### config.mk
export PLATFORM = sky130hd
export DESIGN_NAME = control_unit
export DESIGN_NICKNAME = d
export VERILOG_FILES = /design/src/rtl/control_unit.sv
export SDC_FILE = /design/constraint.sdc
export NUM_CORES = 1
export LEC_CHECK = 0
export ABC_AREA = 0
export CAP_MARGIN = 5
export CELL_PAD_IN_SITES_DETAIL_PLACEMENT = 1
export CELL_PAD_IN_SITES_GLOBAL_PLACEMENT = 1
export CORE_UTILIZATION = 28
export DETAILED_ROUTE_END_ITERATION = 6
export PLACE_DENSITY_LB_ADDON = 0.3
export SYNTH_ARGS = -nofsm -noshare
export SYNTH_HDL_FRONTEND = slang
export SYNTH_SLANG_ARGS = --single-unit
### constraint.sdc
create_clock -name clk -period 2.1 [get_ports clk]
set_input_delay 0.315 -clock clk [delete_from_list [all_inputs] [get_ports clk]]
set_output_delay 0.315 -clock clk [all_outputs]
set_load 0.01 [all_outputs]
### src/rtl/control_unit.sv
// control_unit: multicycle Moore FSM producing the CPU datapath control word
// Ports: clk; reset (async, active-low); OPCODE/FUNCT instruction fields;
//   overflow/EQ ALU flags; md_done/div_zero mult/div status;
//   wr_en, IorD, EXCPCtrl, RegDst, DataSrc, ALUSrcA, ALUSrcB, ALUOp, PCSrc control word;
//   md_start/md_sel mult/div handshake.
// Option macro MULT_DIV_EN: enables the mult/div sequence; without it mult/div trap as bad opcode.
module control_unit #(
  parameter int MD_TIMEOUT = 40
) (
  input  logic       clk,
  input  logic       reset,
  input  logic [5:0] OPCODE,
  input  logic [5:0] FUNCT,
  input  logic       overflow,
  input  logic       EQ,
  input  logic       md_done,
  input  logic       div_zero,
  output logic [9:0] wr_en,
  output logic [2:0] IorD,
  output logic [1:0] EXCPCtrl,
  output logic [1:0] RegDst,
  output logic [3:0] DataSrc,
  output logic [1:0] ALUSrcA,
  output logic [1:0] ALUSrcB,
  output logic [2:0] ALUOp,
  output logic [1:0] PCSrc,
  output logic       md_start,
  output logic       md_sel
);
  typedef enum logic [4:0] {
    S_RESET, S_FETCH, S_FWAIT, S_IR, S_DECODE,
    S_EX_ADD, S_EX_SUB, S_EX_AND, S_EX_SLT, S_EX_ADDI,
    S_WB_R, S_WB_I, S_WB_SLT, S_WB_LUI, S_WB_HI, S_WB_LO,
    S_ADDR, S_RD_WAIT, S_MDR, S_WB_MEM, S_WRITE,
    S_BRANCH, S_JUMP, S_JAL, S_JR,
    S_EXC_SAVE, S_EXC_RD, S_EXC_LD, S_EXC_JMP,
    S_MD_START, S_MD_WAIT, S_HILO
  } state_t;
  state_t r_state, w_next, w_dec;
  logic [1:0] r_exc, w_cause;
  logic [9:0] w_wr;
  logic [2:0] w_iord, w_op;
  logic [1:0] w_exc, w_rd, w_sa, w_sb, w_pcs;
  logic [3:0] w_ds;
  logic       w_ms, w_msel;
`ifdef MULT_DIV_EN
  localparam int CW = $clog2(MD_TIMEOUT);
  localparam logic [CW-1:0] CNT_LAST = CW'(MD_TIMEOUT - 1);
  logic [CW-1:0] r_cnt;
  // counts cycles spent in MD_WAIT; cleared everywhere else
  always_ff @(posedge clk or negedge reset)
    if (!reset) r_cnt <= '0;
    else r_cnt <= (r_state == S_MD_WAIT) ? r_cnt + 1'b1 : '0;
`else
  logic w_unused;
  assign w_unused = ^{md_done, div_zero, MD_TIMEOUT[0]};
`endif
  // exception cause is latched on entry so it stays constant across all four exception states
  assign w_cause = (r_state == S_DECODE) ? 2'd0 : (r_state == S_MD_WAIT) ? 2'd2 : 2'd1;
  always_ff @(posedge clk or negedge reset)
    if (!reset) begin
      r_state <= S_RESET;
      r_exc   <= '0;
    end else begin
      r_state <= w_next;
      if (w_next == S_EXC_SAVE) r_exc <= w_cause;
    end
  always_comb begin
    w_dec = S_EXC_SAVE;
    if (OPCODE == 6'h00)
      case (FUNCT)
        6'h20: w_dec = S_EX_ADD;
        6'h22: w_dec = S_EX_SUB;
        6'h24: w_dec = S_EX_AND;
        6'h2a: w_dec = S_EX_SLT;
        6'h08: w_dec = S_JR;
        6'h10: w_dec = S_WB_HI;
        6'h12: w_dec = S_WB_LO;
`ifdef MULT_DIV_EN
        6'h18, 6'h1a: w_dec = S_MD_START;
`endif
        default: w_dec = S_EXC_SAVE;
      endcase
    else
      case (OPCODE)
        6'h08: w_dec = S_EX_ADDI;
        6'h04, 6'h05: w_dec = S_BRANCH;
        6'h23, 6'h2b: w_dec = S_ADDR;
        6'h0f: w_dec = S_WB_LUI;
        6'h02: w_dec = S_JUMP;
        6'h03: w_dec = S_JAL;
        default: w_dec = S_EXC_SAVE;
      endcase
  end
  always_comb begin
    w_next = S_FETCH;
    case (r_state)
      S_FETCH:              w_next = S_FWAIT;
      S_FWAIT:              w_next = S_IR;
      S_IR:                 w_next = S_DECODE;
      S_DECODE:             w_next = w_dec;
      S_EX_ADD, S_EX_SUB:   w_next = overflow ? S_EXC_SAVE : S_WB_R;
      S_EX_AND:             w_next = S_WB_R;
      S_EX_SLT:             w_next = S_WB_SLT;
      S_EX_ADDI:            w_next = overflow ? S_EXC_SAVE : S_WB_I;
      S_ADDR:               w_next = (OPCODE == 6'h23) ? S_RD_WAIT : S_WRITE;
      S_RD_WAIT:            w_next = S_MDR;
      S_MDR:                w_next = S_WB_MEM;
      S_EXC_SAVE:           w_next = S_EXC_RD;
      S_EXC_RD:             w_next = S_EXC_LD;
      S_EXC_LD:             w_next = S_EXC_JMP;
`ifdef MULT_DIV_EN
      S_MD_START:           w_next = S_MD_WAIT;
      // FUNCT[1] distinguishes div (1A) from mult (18); only div can trap on a zero divisor
      S_MD_WAIT:            w_next = md_done ? ((div_zero && FUNCT[1]) ? S_EXC_SAVE : S_HILO)
                                             : (r_cnt == CNT_LAST) ? S_FETCH : S_MD_WAIT;
`endif
      default:              w_next = S_FETCH;
    endcase
  end
  always_comb begin
    w_wr = '0; w_iord = '0; w_exc = '0; w_rd = '0; w_ds = '0;
    w_sa = '0; w_sb = '0; w_op = '0; w_pcs = '0; w_ms = 1'b0; w_msel = 1'b0;
    case (r_state)
      S_RESET:    begin w_wr[3] = 1'b1; w_rd = 2'd3; w_ds = 4'd7; end
      S_FETCH:    begin w_wr[0] = 1'b1; w_sb = 2'd1; w_op = 3'b001; end
      S_IR:       w_wr[2] = 1'b1;
      S_DECODE:   begin w_wr[8:7] = 2'b11; w_wr[4] = 1'b1; w_sb = 2'd3; w_op = 3'b001; end
      S_EX_ADD:   begin w_wr[4] = 1'b1; w_sa = 2'd1; w_op = 3'b001; end
      S_EX_SUB:   begin w_wr[4] = 1'b1; w_sa = 2'd1; w_op = 3'b010; end
      S_EX_AND:   begin w_wr[4] = 1'b1; w_sa = 2'd1; w_op = 3'b011; end
      S_EX_SLT:   begin w_wr[4] = 1'b1; w_sa = 2'd1; w_op = 3'b111; end
      S_EX_ADDI:  begin w_wr[4] = 1'b1; w_sa = 2'd1; w_sb = 2'd2; w_op = 3'b001; end
      S_WB_R:     begin w_wr[3] = 1'b1; w_rd = 2'd1; end
      S_WB_I:     w_wr[3] = 1'b1;
      S_WB_SLT:   begin w_wr[3] = 1'b1; w_rd = 2'd1; w_ds = 4'd6; end
      S_WB_LUI:   begin w_wr[3] = 1'b1; w_ds = 4'd5; end
      S_WB_HI:    begin w_wr[3] = 1'b1; w_rd = 2'd1; w_ds = 4'd2; end
      S_WB_LO:    begin w_wr[3] = 1'b1; w_rd = 2'd1; w_ds = 4'd3; end
      S_ADDR:     begin w_wr[4] = 1'b1; w_sa = 2'd1; w_sb = 2'd2; w_op = 3'b001; end
      S_RD_WAIT:  w_iord = 3'd1;
      S_MDR:      begin w_iord = 3'd1; w_wr[9] = 1'b1; end
      S_WB_MEM:   begin w_wr[3] = 1'b1; w_ds = 4'd1; end
      S_WRITE:    begin w_iord = 3'd1; w_wr[1] = 1'b1; end
      // OPCODE[0] is 0 for beq and 1 for bne
      S_BRANCH:   begin w_wr[0] = EQ ^ OPCODE[0]; w_sa = 2'd1; w_op = 3'b010; w_pcs = 2'd1; end
      S_JUMP:     begin w_wr[0] = 1'b1; w_pcs = 2'd2; end
      S_JAL:      begin w_wr[0] = 1'b1; w_wr[3] = 1'b1; w_pcs = 2'd2; w_rd = 2'd2; w_ds = 4'd4; end
      S_JR:       begin w_wr[0] = 1'b1; w_sa = 2'd1; end
      S_EXC_SAVE: begin w_wr[5] = 1'b1; w_sb = 2'd1; w_op = 3'b010; w_exc = r_exc; end
      S_EXC_RD:   begin w_iord = 3'd2; w_exc = r_exc; end
      S_EXC_LD:   begin w_iord = 3'd2; w_wr[9] = 1'b1; w_exc = r_exc; end
      S_EXC_JMP:  begin w_wr[0] = 1'b1; w_pcs = 2'd3; w_exc = r_exc; end
`ifdef MULT_DIV_EN
      S_MD_START: begin w_ms = 1'b1; w_msel = FUNCT[1]; end
      S_HILO:     w_wr[6] = 1'b1;
`endif
      default:    w_wr = '0;
    endcase
  end
  // outputs are forced low while reset is asserted, so nothing leaks during an async reset
  assign wr_en    = reset ? w_wr   : '0;
  assign IorD     = reset ? w_iord : '0;
  assign EXCPCtrl = reset ? w_exc  : '0;
  assign RegDst   = reset ? w_rd   : '0;
  assign DataSrc  = reset ? w_ds   : '0;
  assign ALUSrcA  = reset ? w_sa   : '0;
  assign ALUSrcB  = reset ? w_sb   : '0;
  assign ALUOp    = reset ? w_op   : '0;
  assign PCSrc    = reset ? w_pcs  : '0;
  assign md_start = reset & w_ms;
  assign md_sel   = reset & w_msel;
endmodule

### Word-level counts from Yosys, hierarchy flattened

Cells that the tools add are included.
Widths: inputs -> output; s select.

* bits of input ports: 18
* bits in registers: 7

* bitwise gates (word level): 1
* muxes and demuxes: 34
* reduce and logical (&&, ||, !) cells: 19
* eq/ne operators: 45

Operators by type and width (count)
* $eq 5x5->1 const B: 15
* $pmux 5 s14: 1
* $eq 5x4->1 const B: 8
* $eq 6x6->1 const B: 6
* $pmux 5 s7: 1
* $pmux 5 s6: 1
* $pmux 3 s7: 1
* $eq 5x3->1 const B: 4
* $eq 6x4->1 const B: 3
* $mux 2: 9
* $pmux 2 s3: 3
* $reduce_or 2->1: 8
* $mux 5: 3
* $eq 6x2->1 const B: 2
* $eq 6x3->1 const B: 2
* $eq 6x5->1 const B: 2
* $pmux 3 s4: 1
* $eq 5x2->1 const B: 2
* $mux 10: 1
* $reduce_or 5->1: 2
* $mux 3: 3
* $reduce_or 9->1: 1
* $reduce_or 4->1: 2
* $reduce_or 8->1: 1
* 10 further kinds: 17

### Logic depth before layout (Yosys ltp)

Gate-level depths: netlist of the first run.

* word-level depth: 6
* depth in mapped cells: 8
* gate-level depth less buffers: 6

### Worst setup path before layout of the first run

No wires, ideal clock.

* kind: reg-to-output
* start: reg r_state[1]
* end: out IorD[0]
* path buffers: 2
* cell stages (with the launch flop): 5
* data required time: 1.785 ns
* path slack: 0.062 ns
* data arrival time: 1.723 ns
* path through: dfrtp_1 -> clkbuf_1 -> clkbuf_1 -> or2_2 -> a2111oi_0

* cells in the longest elaborated chain, start to end: 4

Ends and longest elaborated chain
* start, declared: line 39 `state_t r_state, w_next, w_dec;`
* start signal, assigned: line 65 `r_state <= w_next;`
* $eq 5x5->1: line 124 `case (r_state)`
* $reduce_or 3->1 (no line) / $reduce_or 2->1 (equally long branches)
* $pmux 2 s2 (*): line 124
* $mux 3 (*): line 163 `assign IorD = reset ? w_iord : '0;`
* end, declared: line 19 `output logic [2:0] IorD,`

Every way passes the cells marked *; elsewhere a longest branch is shown, timed or not.

### Worst setup path after layout of the first run

* start: reg r_state[1]
* end: out RegDst[1]

* cells in the longest elaborated chain, start to end: 4

Ends and longest elaborated chain
* $eq 5x4->1: line 124
* $reduce_or 4->1 (no line)
* $pmux 2 s3 (*): line 124
* $mux 2 (*): line 165 `assign RegDst = reset ? w_rd : '0;`
* end, declared: line 21 `output logic [1:0] RegDst,`

Marks and branches as above.

==> results of run 1 <==
[cell usage after synthesis (all sizes together), types with 3 or more instances]
library cell and instances:
nor2 30, nand2 23, a21oi 22, buf 16, nor3 13, o21ai 12
a31oi 9, clkbuf 9, inv 9, nand3 9, dfrtp 7, nand2b 6
or3 5, nor2b 4, xor2 4, nor4 3, nor4b 3, or2 3
or4 3, xnor2 3
[final timing paths]
check                             end
min reg2reg                  r_exc[0]
min in group clk             r_exc[0]
max                         RegDst[1]
min                        r_state[4]
max reg2reg                  r_exc[0]
max in group asynchronous  r_state[1]
[flip-flops by register name, indices dropped and copies added, names as in the netlist]
register	cells
r_exc	2
r_state	5
[stage by stage]
stage / hold WS, ns / TNS [ns] / power [mW]
floorplan: 0.0194 / 0 / 1.49
global placement: 0.516 / -4.39 / 2.56
detailed placement: 0.532 / -4.72 / 2.63
CTS: 0.336 / -0.274 / 2.99
global route: 0.374 / -0.265 / 3.53
finish: 0.350 / -0.0734 / 3.34
[power by group through the flow]
stage | Sequential [mW] | Clock [mW] | Combinational [mW]
2_1_floorplan | 0.232 | 0 | 1.26
3_3_place_gp | 0.284 | 0 | 2.28
3_5_place_dp | 0.289 | 0 | 2.34
4_1_cts | 0.300 | 0.202 | 2.49
5_1_grt | 0.293 | 0.206 | 3.03
6_report | 0.290 | 0.200 | 2.85
[timing repair]
| item | CTS | global route |
|---|---|---|
| resized for setup | 77 | 47 |
| endpoints found under the setup margin | 29 | 12 |
| hold buffers | 0 | 0 |
| buffers inserted | 7 | 10 |
| pin swaps | 3 | 11 |
[worst max-delay path, delay by kind of cell (launching register included)]
family,cells,cell delay [ns]
AOI/OAI and AO/OA,1,0.04
buffers and inverters,3,0.44
DFF,1,0.45
and+or+nand+nor,3,0.67
[kinds of logic (layout without fill, tap and decap cells)]
logic type | after synthesis | in the layout | share of synthesized area, %
simple gates | 112 | 112 | 40.2
compound gates | 67 | 67 | 30.6
buf+inv | 35 | 136 | 12.4
xor+xnor | 7 | 7 | 4.26
flops | 7 | 7 | 12.2
other cells | 1 | 6 | 0.261
[layout make-up]
class / count / share of cell area (%)
Clock buffer: 4 / 1.74
Inverter: 10 / 1.59
Multi-Input combinational cell: 192 / 48.6
Sequential cell: 7 / 6.90
Tap cell: 67 / 3.23
Timing Repair Buffer: 122 / 37.9
[layer usage]
metal / routed length [um] / GRT usage, % / vias to the layer above
li1: - / - / 1025
met3: 234 / 2.33 / 15
met5: 0 / 0 / -
met4: 192 / 7.48 / 0
met2: 3830 / 47.7 / 67
met1: 2780 / 28.2 / 1057
==> impl_metrics.xml, run 1 <==
<?xml version="1.0" encoding="UTF-8"?>
<metrics>
  <group name="logic_synthesis">
    <metric name="synth.yosys.seq_area_share" unit="%">12.2</metric>
    <metric name="synth.avg_cell_area" unit="sq um">6.28</metric>
    <metric name="post_synth_num_cell_types" unit="">57</metric>
    <metric name="postSynth.asyncResetShare" unit="%">100</metric>
    <metric name="synthesis.yosys.warnings" unit="">0</metric>
    <metric name="synthesis.area" unit="sq um">1440</metric>
    <metric name="ys_ff_latch" unit="">7</metric>
    <metric name="ys.flop_type" unit="">dfrtp_1</metric>
    <metric name="cell_type_with_the_largest_total_area_after_synthesis" unit="">dfrtp_1</metric>
    <metric name="synth.top_cell.area_share" unit="%">12.2</metric>
    <metric name="netlist_instances" unit="">229</metric>
    <metric name="yosys-top-cells-area" unit="">dfrtp_1 (12%), nor2_1 (7.8%), a21oi_1 (7.7%), nand2_1 (6.0%), buf_4 (5.2%)</metric>
    <metric name="synth_enable_flop_cells" unit="">0</metric>
  </group>
  <group name="worst_setup_path">
    <metric name="crit_fanout" unit="">6</metric>
    <metric name="crit-reg2reg-launch" unit="">r_state[3]</metric>
    <metric name="worst_r2r_path_depth" unit="">8</metric>
    <metric name="worstPathRequired" unit="ns">1.78</metric>
    <metric name="path_cells" unit="">buf_6, or3_4, buf_6, nor2_4, a31oi_1, nor3_1, buf_2</metric>
    <metric name="crit_top_cell" unit="">buf_6</metric>
    <metric name="arrival_time_of_the_worst_setup_path" unit="ns">1.84</metric>
    <metric name="timing.critical_path.to_type" unit="">output port</metric>
    <metric name="reg2reg_slack" unit="ns">-0.01</metric>
    <metric name="timing_worst_setup_path_type" unit="">reg2out</metric>
    <metric name="type_of_origin_of_the_critical_path" unit="">register</metric>
    <metric name="cp_slowest_stage_delay" unit="ns">0.45</metric>
    <metric name="worstSetupStartpoint" unit="">r_state[1]</metric>
    <metric name="worst_path_max_delay_cell" unit="">dfrtp_2</metric>
  </group>
  <group name="floorplan">
    <metric name="rows" unit="">25</metric>
    <metric name="io-pin-count" unit="">50</metric>
    <metric name="floorplan.initialDensity" unit="%">29.8</metric>
    <metric name="dieWidth" unit="um">73.7</metric>
    <metric name="die-area" unit="sq um">5430</metric>
    <metric name="die_height" unit="um">73.7</metric>
    <metric name="floorplan.core_area" unit="sq um">4820</metric>
  </group>
  <group name="sta">
    <metric name="max_freq" unit="GHz">0.464</metric>
    <metric name="layout_min_cycle_time" unit="ns">2.15</metric>
    <metric name="layout_setup_ws" unit="ns">-0.0549</metric>
    <metric name="finalClockSkew" unit="ns">0.00684</metric>
    <metric name="drv_slew" unit="">0</metric>
    <metric name="endpoints_failing_setup" unit="">3</metric>
    <metric name="finalCritPeriodShare" unit="%">103</metric>
    <metric name="hold_viol" unit="">0</metric>
    <metric name="rsz0062_at_grt" unit="">yes</metric>
  </group>
  <group name="outcome">
    <metric name="failed_checks" unit="">setup timing</metric>
    <metric name="run_status" unit="">finished with violations</metric>
  </group>
  <group name="power">
    <metric name="p_sw_share" unit="%">49.7</metric>
    <metric name="power_report.internal_total" unit="mW">1.68</metric>
    <metric name="pwr_density_cell" unit="nW/um^2">1290</metric>
    <metric name="vdd_drop_max" unit="mV">0.428</metric>
    <metric name="switching_power_of_the_nets" unit="mW">1.66</metric>
    <metric name="power_leakage" unit="nW">1.20</metric>
    <metric name="comb_power_share" unit="%">85.3</metric>
    <metric name="share_clk_of_total_power" unit="%">6.0</metric>
    <metric name="power.share.sequential" unit="%">8.7</metric>
  </group>
  <group name="layout">
    <metric name="layout.nets" unit="">354</metric>
    <metric name="final_design_area_no_fill" unit="sq um">2590</metric>
    <metric name="postLayoutCoreUtil" unit="%">53.8</metric>
    <metric name="sequential_area" unit="sq um">179</metric>
    <metric name="nFillCells" unit="">653</metric>
    <metric name="final_cell_mix" unit="">buf_4 (72), nor2_1 (25), nand2_1 (20)</metric>
    <metric name="multi_input_area" unit="sq um">1260</metric>
    <metric name="antenna-diode-count" unit="">0</metric>
    <metric name="mostFrequentLayoutCell" unit="">buf_4</metric>
    <metric name="fin_cells" unit="">402</metric>
    <metric name="drive_above_1_share" unit="%">42.4</metric>
    <metric name="areaGrowthSynthToFinish" unit="%">80.3</metric>
  </group>
  <group name="placed_design">
    <metric name="cell_count_post_placement" unit="">383</metric>
    <metric name="placedInstanceArea" unit="sq um">2300</metric>
    <metric name="minimum_setup_slack_after_placement" unit="ns">-0.490</metric>
    <metric name="post_dp_hpwl" unit="um">4720</metric>
    <metric name="port_buffers" unit="">41</metric>
    <metric name="final_gp_congestion" unit="">0.851</metric>
  </group>
  <group name="cts">
    <metric name="cts_made_buffers" unit="">3</metric>
    <metric name="worst_skew_pair.late_latency" unit="ns">0.24</metric>
    <metric name="clkSinkCount" unit="">7</metric>
    <metric name="tritoncts" unit="">done</metric>
    <metric name="cts-htree-levels" unit="">1</metric>
    <metric name="ctsLongestPathBuffers" unit="">2</metric>
    <metric name="clock-root-buffer" unit="">clkbuf_8</metric>
    <metric name="clkSlewWorstSetupHoldPaths" unit="ns">0.04</metric>
  </group>
  <group name="grt">
    <metric name="grt_pass1_wl" unit="um">10200</metric>
    <metric name="initial_antenna_violation_count" unit="">0</metric>
    <metric name="first_global_vias" unit="">2089</metric>
    <metric name="grt_usage" unit="%">24.7</metric>
    <metric name="globalRouteOverflowTotal" unit="">0</metric>
    <metric name="grt_start_max_net_pins" unit="">19</metric>
  </group>
  <group name="drt">
    <metric name="drc" unit="">0</metric>
    <metric name="drt-vias-per-instance" unit="">5.38</metric>
    <metric name="drt_first_pass_iters" unit="">4</metric>
    <metric name="final_antenna_net_count" unit="">0</metric>
    <metric name="first_iter_violations" unit="">131</metric>
    <metric name="vias" unit="">2164</metric>
    <metric name="postRouteWirelength" unit="um">7030</metric>
    <metric name="route.detailed.wl_per_inst" unit="um">17.5</metric>
  </group>
  <group name="hold_path">
    <metric name="hold_path_class" unit="">in2async</metric>
  </group>
  <group name="job">
    <metric name="cap_viol_max_count" unit="">0</metric>
  </group>
</metrics>
No activity file was read; power rests on OpenSTA's default activity.
==> run 2: changes to the inputs <==
- CORE_UTILIZATION: 28 -> 30
- GPL_ROUTABILITY_DRIVEN: unset -> 0
- clock period: 2.1 -> 2.35 ns (I/O delays scaled with it)
==> run 2 against run 1 <==
Against the previous run:
- the run ends with DRC left
- combinational power decreased by 32%
- setup slack better by 0.10 ns
- sequential power shrank 1%
- critical path depth down 1
- count of clock-buffer cells in the layout did not move
- hold slack got worse by 0.10 ns
- via count fell by 9.6%
- final area fell by 12%
- wire length down 22%
- first-iteration DRC count fell by 2.3%
- critical endpoint is now wr_en[3]
==> impl_metrics.xml, run 2 (synthesis gave the netlist of run 1 again) <==
<?xml version="1.0" encoding="UTF-8"?>
<metrics>
  <group name="outcome">
    <metric name="run_status" unit="">finished with violations</metric>
    <metric name="failed_checks" unit="">DRC</metric>
  </group>
  <group name="sta">
    <metric name="hold_viol" unit="">0</metric>
    <metric name="fin_tns_setup" unit="ns">0</metric>
    <metric name="finalClockSkew" unit="ns">0.00123</metric>
    <metric name="endpoints_failing_setup" unit="">0</metric>
    <metric name="max_freq" unit="GHz">0.434</metric>
    <metric name="finalCritPeriodShare" unit="%">98.0</metric>
    <metric name="layout_min_cycle_time" unit="ns">2.30</metric>
    <metric name="drv_slew" unit="">0</metric>
    <metric name="rsz0062_at_grt" unit="">yes</metric>
  </group>
  <group name="grt">
    <metric name="initial_antenna_violation_count" unit="">0</metric>
    <metric name="globalRouteOverflowTotal" unit="">0</metric>
    <metric name="first_global_vias" unit="">1846</metric>
    <metric name="grt_start_max_net_pins" unit="">18</metric>
    <metric name="grt_pass1_wl" unit="um">8730</metric>
    <metric name="grt_usage" unit="%">21.0</metric>
  </group>
  <group name="floorplan">
    <metric name="io-pin-count" unit="">50</metric>
    <metric name="floorplan.core_area" unit="sq um">4470</metric>
    <metric name="dieWidth" unit="um">71.2</metric>
    <metric name="die_height" unit="um">71.2</metric>
    <metric name="die-area" unit="sq um">5070</metric>
    <metric name="floorplan.initialDensity" unit="%">32.1</metric>
    <metric name="rows" unit="">24</metric>
  </group>
  <group name="layout">
    <metric name="layout.nets" unit="">322</metric>
    <metric name="drive_above_1_share" unit="%">26.4</metric>
    <metric name="final_design_area_no_fill" unit="sq um">2290</metric>
    <metric name="antenna-diode-count" unit="">0</metric>
    <metric name="final_cell_mix" unit="">buf_4 (48), nor2_1 (29), nand2_1 (23), clkdlybuf4s50_1 (23), a21oi_1 (22)</metric>
    <metric name="top_register" unit="">r_state</metric>
    <metric name="areaGrowthSynthToFinish" unit="%">59.4</metric>
    <metric name="layout_top_registers" unit="">r_state (5), r_exc (2)</metric>
    <metric name="fin_cells" unit="">355</metric>
    <metric name="largest_register_ffs" unit="">5</metric>
    <metric name="mostFrequentLayoutCell" unit="">buf_4</metric>
  </group>
  <group name="hold_path">
    <metric name="hold_path_class" unit="">in2async</metric>
  </group>
  <group name="worst_setup_path">
    <metric name="crit_fanout" unit="">13</metric>
    <metric name="worstPathRequired" unit="ns">2.00</metric>
    <metric name="arrival_time_of_the_worst_setup_path" unit="ns">1.95</metric>
    <metric name="path_cells" unit="">nor2_1, nand2_1, a21oi_1, nor2_1, nor2_1, clkdlybuf4s50_1</metric>
    <metric name="crit_top_cell" unit="">nor2_1</metric>
    <metric name="worst_path_max_delay_cell" unit="">clkdlybuf4s50_1</metric>
    <metric name="cp_slowest_stage_delay" unit="ns">0.53</metric>
    <metric name="timing.critical_path.to_type" unit="">output port</metric>
    <metric name="type_of_origin_of_the_critical_path" unit="">register</metric>
    <metric name="timing_worst_setup_path_type" unit="">reg2out</metric>
  </group>
  <group name="drt">
    <metric name="postRouteWirelength" unit="um">5500</metric>
    <metric name="vias" unit="">1956</metric>
    <metric name="route.detailed.wl_per_inst" unit="um">15.5</metric>
    <metric name="final_antenna_net_count" unit="">0</metric>
    <metric name="drt_first_pass_iters" unit="">6</metric>
    <metric name="drt-vias-per-instance" unit="">5.51</metric>
    <metric name="drc" unit="">5</metric>
    <metric name="first_iter_violations" unit="">128</metric>
  </group>
  <group name="cts">
    <metric name="tritoncts" unit="">done</metric>
    <metric name="clock-root-buffer" unit="">clkbuf_8</metric>
    <metric name="worst_skew_pair.late_latency" unit="ns">0.22</metric>
    <metric name="cts_made_buffers" unit="">3</metric>
    <metric name="cts-htree-levels" unit="">1</metric>
    <metric name="clkSinkCount" unit="">7</metric>
    <metric name="ctsLongestPathBuffers" unit="">2</metric>
    <metric name="clkSlewWorstSetupHoldPaths" unit="ns">0.04</metric>
    <metric name="cts.hold.buffers_added" unit="">0</metric>
  </group>
  <group name="placed_design">
    <metric name="cell_count_post_placement" unit="">342</metric>
    <metric name="port_buffers" unit="">41</metric>
    <metric name="post_dp_hpwl" unit="um">4170</metric>
    <metric name="placedInstanceArea" unit="sq um">2100</metric>
  </group>
  <group name="power">
    <metric name="power_leakage" unit="nW">1.09</metric>
    <metric name="vdd_drop_max" unit="mV">0.429</metric>
    <metric name="pwr_density_cell" unit="nW/um^2">1050</metric>
    <metric name="finalPower" unit="mW">2.40</metric>
  </group>
  <group name="job">
    <metric name="cap_viol_max_count" unit="">0</metric>
  </group>
</metrics>
[run 2: changes by cell type in the layout (fill, tap and decap cells not counted), moves of 5 or more]
cell	change
a21oi_1	+5
a21oi_2	-5
buf_4	-24
buf_6	-8
clkbuf_2	-9
clkdlybuf4s50_1	+19
dlygate4sd2_1	-11
dlymetal6s2s_1	+6
[run 2: power breakdown]
part / switching (mW) / internal [mW]
clock network: 0.0467 / 0.117
logic: 1.07 / 0.885
registers: 0.101 / 0.185
[run 2: area by class of cell]
class	count	area, sq um
Timing Repair Buffer	90	806
Clock buffer	4	45.0
Inverter	10	38.8
Multi-Input combinational cell	192	1160
Tap cell	52	65.1
Sequential cell	7	181
Fill cell	585	2180
[run 2: worst paths after layout]
| check | startpoint | end | slack [ns] | depth (start not counted) |
|---|---|---|---|---|
| max in group asynchronous | reset | r_state[0] | 1.97 | 2 |
| worst min register to register | r_exc[1] | r_exc[1] | 0.52 | 2 |
| min in group clk | r_exc[1] | r_exc[1] | 0.52 | 2 |
| worst max-delay path | r_state[3] | wr_en[3] | 0.05 | 6 |
| worst max register to register | r_state[3] | r_exc[0] | 0.23 | 9 |
| worst min-delay path | reset | r_exc[0] | 0.25 | 2 |
[run 2: critical path: cells and delay by family (launching register included)]
family | cells | cell delay (ns)
compound gates | 1 | 0.16
simple gates | 4 | 0.54
buf+inv | 1 | 0.53
flops | 1 | 0.50
[run 2: metrics by stage]
| step | hold WS, ns | utilization [%] | setup WS [ns] |
|---|---|---|---|
| finish | 0.250 | 51.2 | 0.0470 |
| global route | 0.272 | 51.2 | -0.0859 |
| CTS | 0.527 | 48.2 | 0.00580 |
| detailed placement | 0.518 | 47.0 | -0.178 |
| global placement | 0.503 | 47.0 | -0.171 |
| floorplan | 0.0569 | - | 0.275 |
[run 2: what timing repair did]
| item | 4_1_cts | 5_1_grt |
|---|---|---|
| gates cloned | 0 | 0 |
| setup buffers | 1 | 8 |
| hold endpoints to repair | 0 | 0 |
| pin swaps | 2 | 2 |
| resized for setup | 16 | 22 |
| setup endpoints to repair | 24 | 20 |
[run 2: per-layer routing]
layer | part of all wire (%) | vias up | GRT usage, % | routed length (um)
li1 | - | 963 | - | -
met1 | 44 | 943 | 27.6 | 2440
met2 | 52 | 48 | 39.6 | 2870
met3 | 3.1 | 2 | 0.985 | 171
met4 | 0.42 | 0 | 1.33 | 23
met5 | 0 | - | 0 | 0
==> run 3: changes to the inputs <==
- CAP_MARGIN: 5 -> 40
- CORE_MARGIN: unset -> 2
==> run 3 against run 2 <==
Against the previous run:
- the run now ends clean
- sequential power up 5%
- maximum frequency grew 0.72%
- flip-flop and latch count stayed put
- combinational power shrank 3%
- wire length is 4.9% lower
- non-clock buffer count is 1 lower
- final cell count grew 0.28%
- first-iteration DRC count shrank 13%
- critical path depth up 1
- final area is 0.44% higher
- total power down 1.3%
- hold slack worse by 0.12 ns
==> impl_metrics.xml, run 3 (synthesis gave the netlist of run 1 again) <==
<?xml version="1.0" encoding="UTF-8"?>
<metrics>
  <group name="outcome">
    <metric name="run_status" unit="">complete, no violations</metric>
  </group>
  <group name="layout">
    <metric name="layout.nets" unit="">321</metric>
    <metric name="drive_above_1_share" unit="%">26.2</metric>
    <metric name="final_cell_mix" unit="">buf_4 (46), nor2_1 (27), clkdlybuf4s50_1 (24)</metric>
    <metric name="fin_cells" unit="">356</metric>
    <metric name="areaGrowthSynthToFinish" unit="%">60.1</metric>
    <metric name="layout_top_registers" unit="">r_state (5), r_exc (2)</metric>
    <metric name="nFillCells" unit="">623</metric>
    <metric name="mostFrequentLayoutCell" unit="">buf_4</metric>
    <metric name="postLayoutCoreUtil" unit="%">49.4</metric>
    <metric name="antenna-diode-count" unit="">0</metric>
    <metric name="largest_register_ffs" unit="">5</metric>
    <metric name="final_design_area_no_fill" unit="sq um">2300</metric>
    <metric name="top_register" unit="">r_state</metric>
  </group>
  <group name="power">
    <metric name="vdd_drop_max" unit="mV">0.376</metric>
    <metric name="pwr_density_cell" unit="nW/um^2">1030</metric>
    <metric name="finalPower" unit="mW">2.37</metric>
    <metric name="power_leakage" unit="nW">1.10</metric>
  </group>
  <group name="placed_design">
    <metric name="post_dp_hpwl" unit="um">4120</metric>
    <metric name="minimum_setup_slack_after_placement" unit="ns">-0.233</metric>
    <metric name="port_buffers" unit="">41</metric>
    <metric name="placedInstanceArea" unit="sq um">2120</metric>
    <metric name="cell_count_post_placement" unit="">346</metric>
  </group>
  <group name="grt">
    <metric name="grt.met3_usage" unit="%">1.10</metric>
    <metric name="grt_start_max_net_pins" unit="">17</metric>
    <metric name="grt_pass1_wl" unit="um">8260</metric>
    <metric name="gr-usage-met1" unit="%">24.5</metric>
    <metric name="initial_antenna_violation_count" unit="">0</metric>
    <metric name="first_global_vias" unit="">1772</metric>
    <metric name="grt_busiest_layer" unit="">met2</metric>
    <metric name="groute.layer.met2.usage" unit="%">35.4</metric>
    <metric name="globalRouteOverflowTotal" unit="">0</metric>
    <metric name="grt_usage" unit="%">19.3</metric>
  </group>
  <group name="cts">
    <metric name="worst_skew_pair.late_latency" unit="ns">0.23</metric>
    <metric name="tritoncts" unit="">done</metric>
    <metric name="cts-htree-levels" unit="">1</metric>
    <metric name="clock-root-buffer" unit="">clkbuf_8</metric>
    <metric name="ctsLongestPathBuffers" unit="">2</metric>
    <metric name="clkSlewWorstSetupHoldPaths" unit="ns">0.04</metric>
    <metric name="cts_made_buffers" unit="">3</metric>
    <metric name="clkSinkCount" unit="">7</metric>
  </group>
  <group name="sta">
    <metric name="finalCritPeriodShare" unit="%">97.3</metric>
    <metric name="layout_setup_ws" unit="ns">0.0634</metric>
    <metric name="fin_worst_hold_slack" unit="ns">0.126</metric>
    <metric name="layout_min_cycle_time" unit="ns">2.29</metric>
    <metric name="drv_slew" unit="">0</metric>
    <metric name="endpoints_failing_setup" unit="">0</metric>
    <metric name="finalClockSkew" unit="ns">0.00333</metric>
    <metric name="fin_tns_setup" unit="ns">0</metric>
    <metric name="hold_viol" unit="">0</metric>
    <metric name="max_freq" unit="GHz">0.437</metric>
  </group>
  <group name="hold_path">
    <metric name="hold_path_class" unit="">in2async</metric>
  </group>
  <group name="drt">
    <metric name="drt_first_pass_iters" unit="">4</metric>
    <metric name="drc" unit="">0</metric>
    <metric name="route.detailed.wl_per_inst" unit="um">14.7</metric>
    <metric name="first_iter_violations" unit="">112</metric>
    <metric name="drt-vias-per-instance" unit="">5.30</metric>
    <metric name="vias" unit="">1887</metric>
    <metric name="postRouteWirelength" unit="um">5230</metric>
    <metric name="final_antenna_net_count" unit="">0</metric>
  </group>
  <group name="worst_setup_path">
    <metric name="crit_top_cell" unit="">buf_4</metric>
    <metric name="worstPathRequired" unit="ns">2.00</metric>
    <metric name="cp_slowest_stage_delay" unit="ns">0.46</metric>
    <metric name="crit_fanout" unit="">7</metric>
    <metric name="timing.critical_path.to_type" unit="">output port</metric>
    <metric name="cp_top_family" unit="">simple AND/OR/NAND/NOR gates</metric>
    <metric name="arrival_time_of_the_worst_setup_path" unit="ns">1.93</metric>
    <metric name="type_of_origin_of_the_critical_path" unit="">register</metric>
    <metric name="path_buf_inv" unit="">3</metric>
    <metric name="timing_worst_setup_path_type" unit="">reg2out</metric>
    <metric name="worst_path_max_delay_cell" unit="">dfrtp_2</metric>
    <metric name="path_cells" unit="">buf_4, or3_1, buf_4, nor2_1, a31oi_1, nor3_1, clkdlybuf4s15_1</metric>
  </group>
  <group name="floorplan">
    <metric name="floorplan.core_area" unit="sq um">4660</metric>
    <metric name="die-area" unit="sq um">5360</metric>
    <metric name="dieWidth" unit="um">73.2</metric>
    <metric name="io-pin-count" unit="">50</metric>
    <metric name="floorplan.initialDensity" unit="%">30.8</metric>
    <metric name="die_height" unit="um">73.2</metric>
    <metric name="rows" unit="">25</metric>
  </group>
  <group name="job">
    <metric name="cap_viol_max_count" unit="">0</metric>
  </group>
</metrics>
run 3: path summary, 6_finish.rpt:
check | from | cells past startpoint | slack, ns | to
max in group asynchronous | reset | 2 | 2.09 | r_state[1]
worst min register to register | r_exc[1] | 2 | 0.52 | r_exc[1]
worst min-delay path | reset | 2 | 0.13 | r_state[0]
worst max-delay path | r_state[1] | 7 | 0.06 | RegDst[1]
min in group clk | r_exc[1] | 2 | 0.52 | r_exc[1]
worst max register to register | r_state[3] | 9 | 0.30 | r_exc[0]
run 3: what timing repair did:
item	CTS	global route
endpoints found under the setup margin	19	23
pin swaps	1	2
hold buffers	0	0
resized for setup	11	31
gates cloned	0	0
setup buffers	1	5
run 3: layout make-up:
class	count	area, sq um	area share, %
Clock buffer	4	45.0	1.96
Inverter	10	37.5	1.63
Multi-Input combinational cell	192	1160	50.3
Sequential cell	7	181	7.88
Tap cell	54	67.6	2.93
Timing Repair Buffer	89	812	35.3
run 3: power breakdown:
| group | switching (mW) | internal [mW] | total, mW |
|---|---|---|---|
| clock network | 0.0499 | 0.117 | 0.167 |
| registers | 0.115 | 0.185 | 0.300 |
| logic | 1.02 | 0.882 | 1.90 |
run 3: routing by layer:
metal  part of all wire (%)  wire length (um)
met1                     45              2360
met2                     52              2700
met3                    2.6               138
met4                   0.55                29
met5                      0                 0
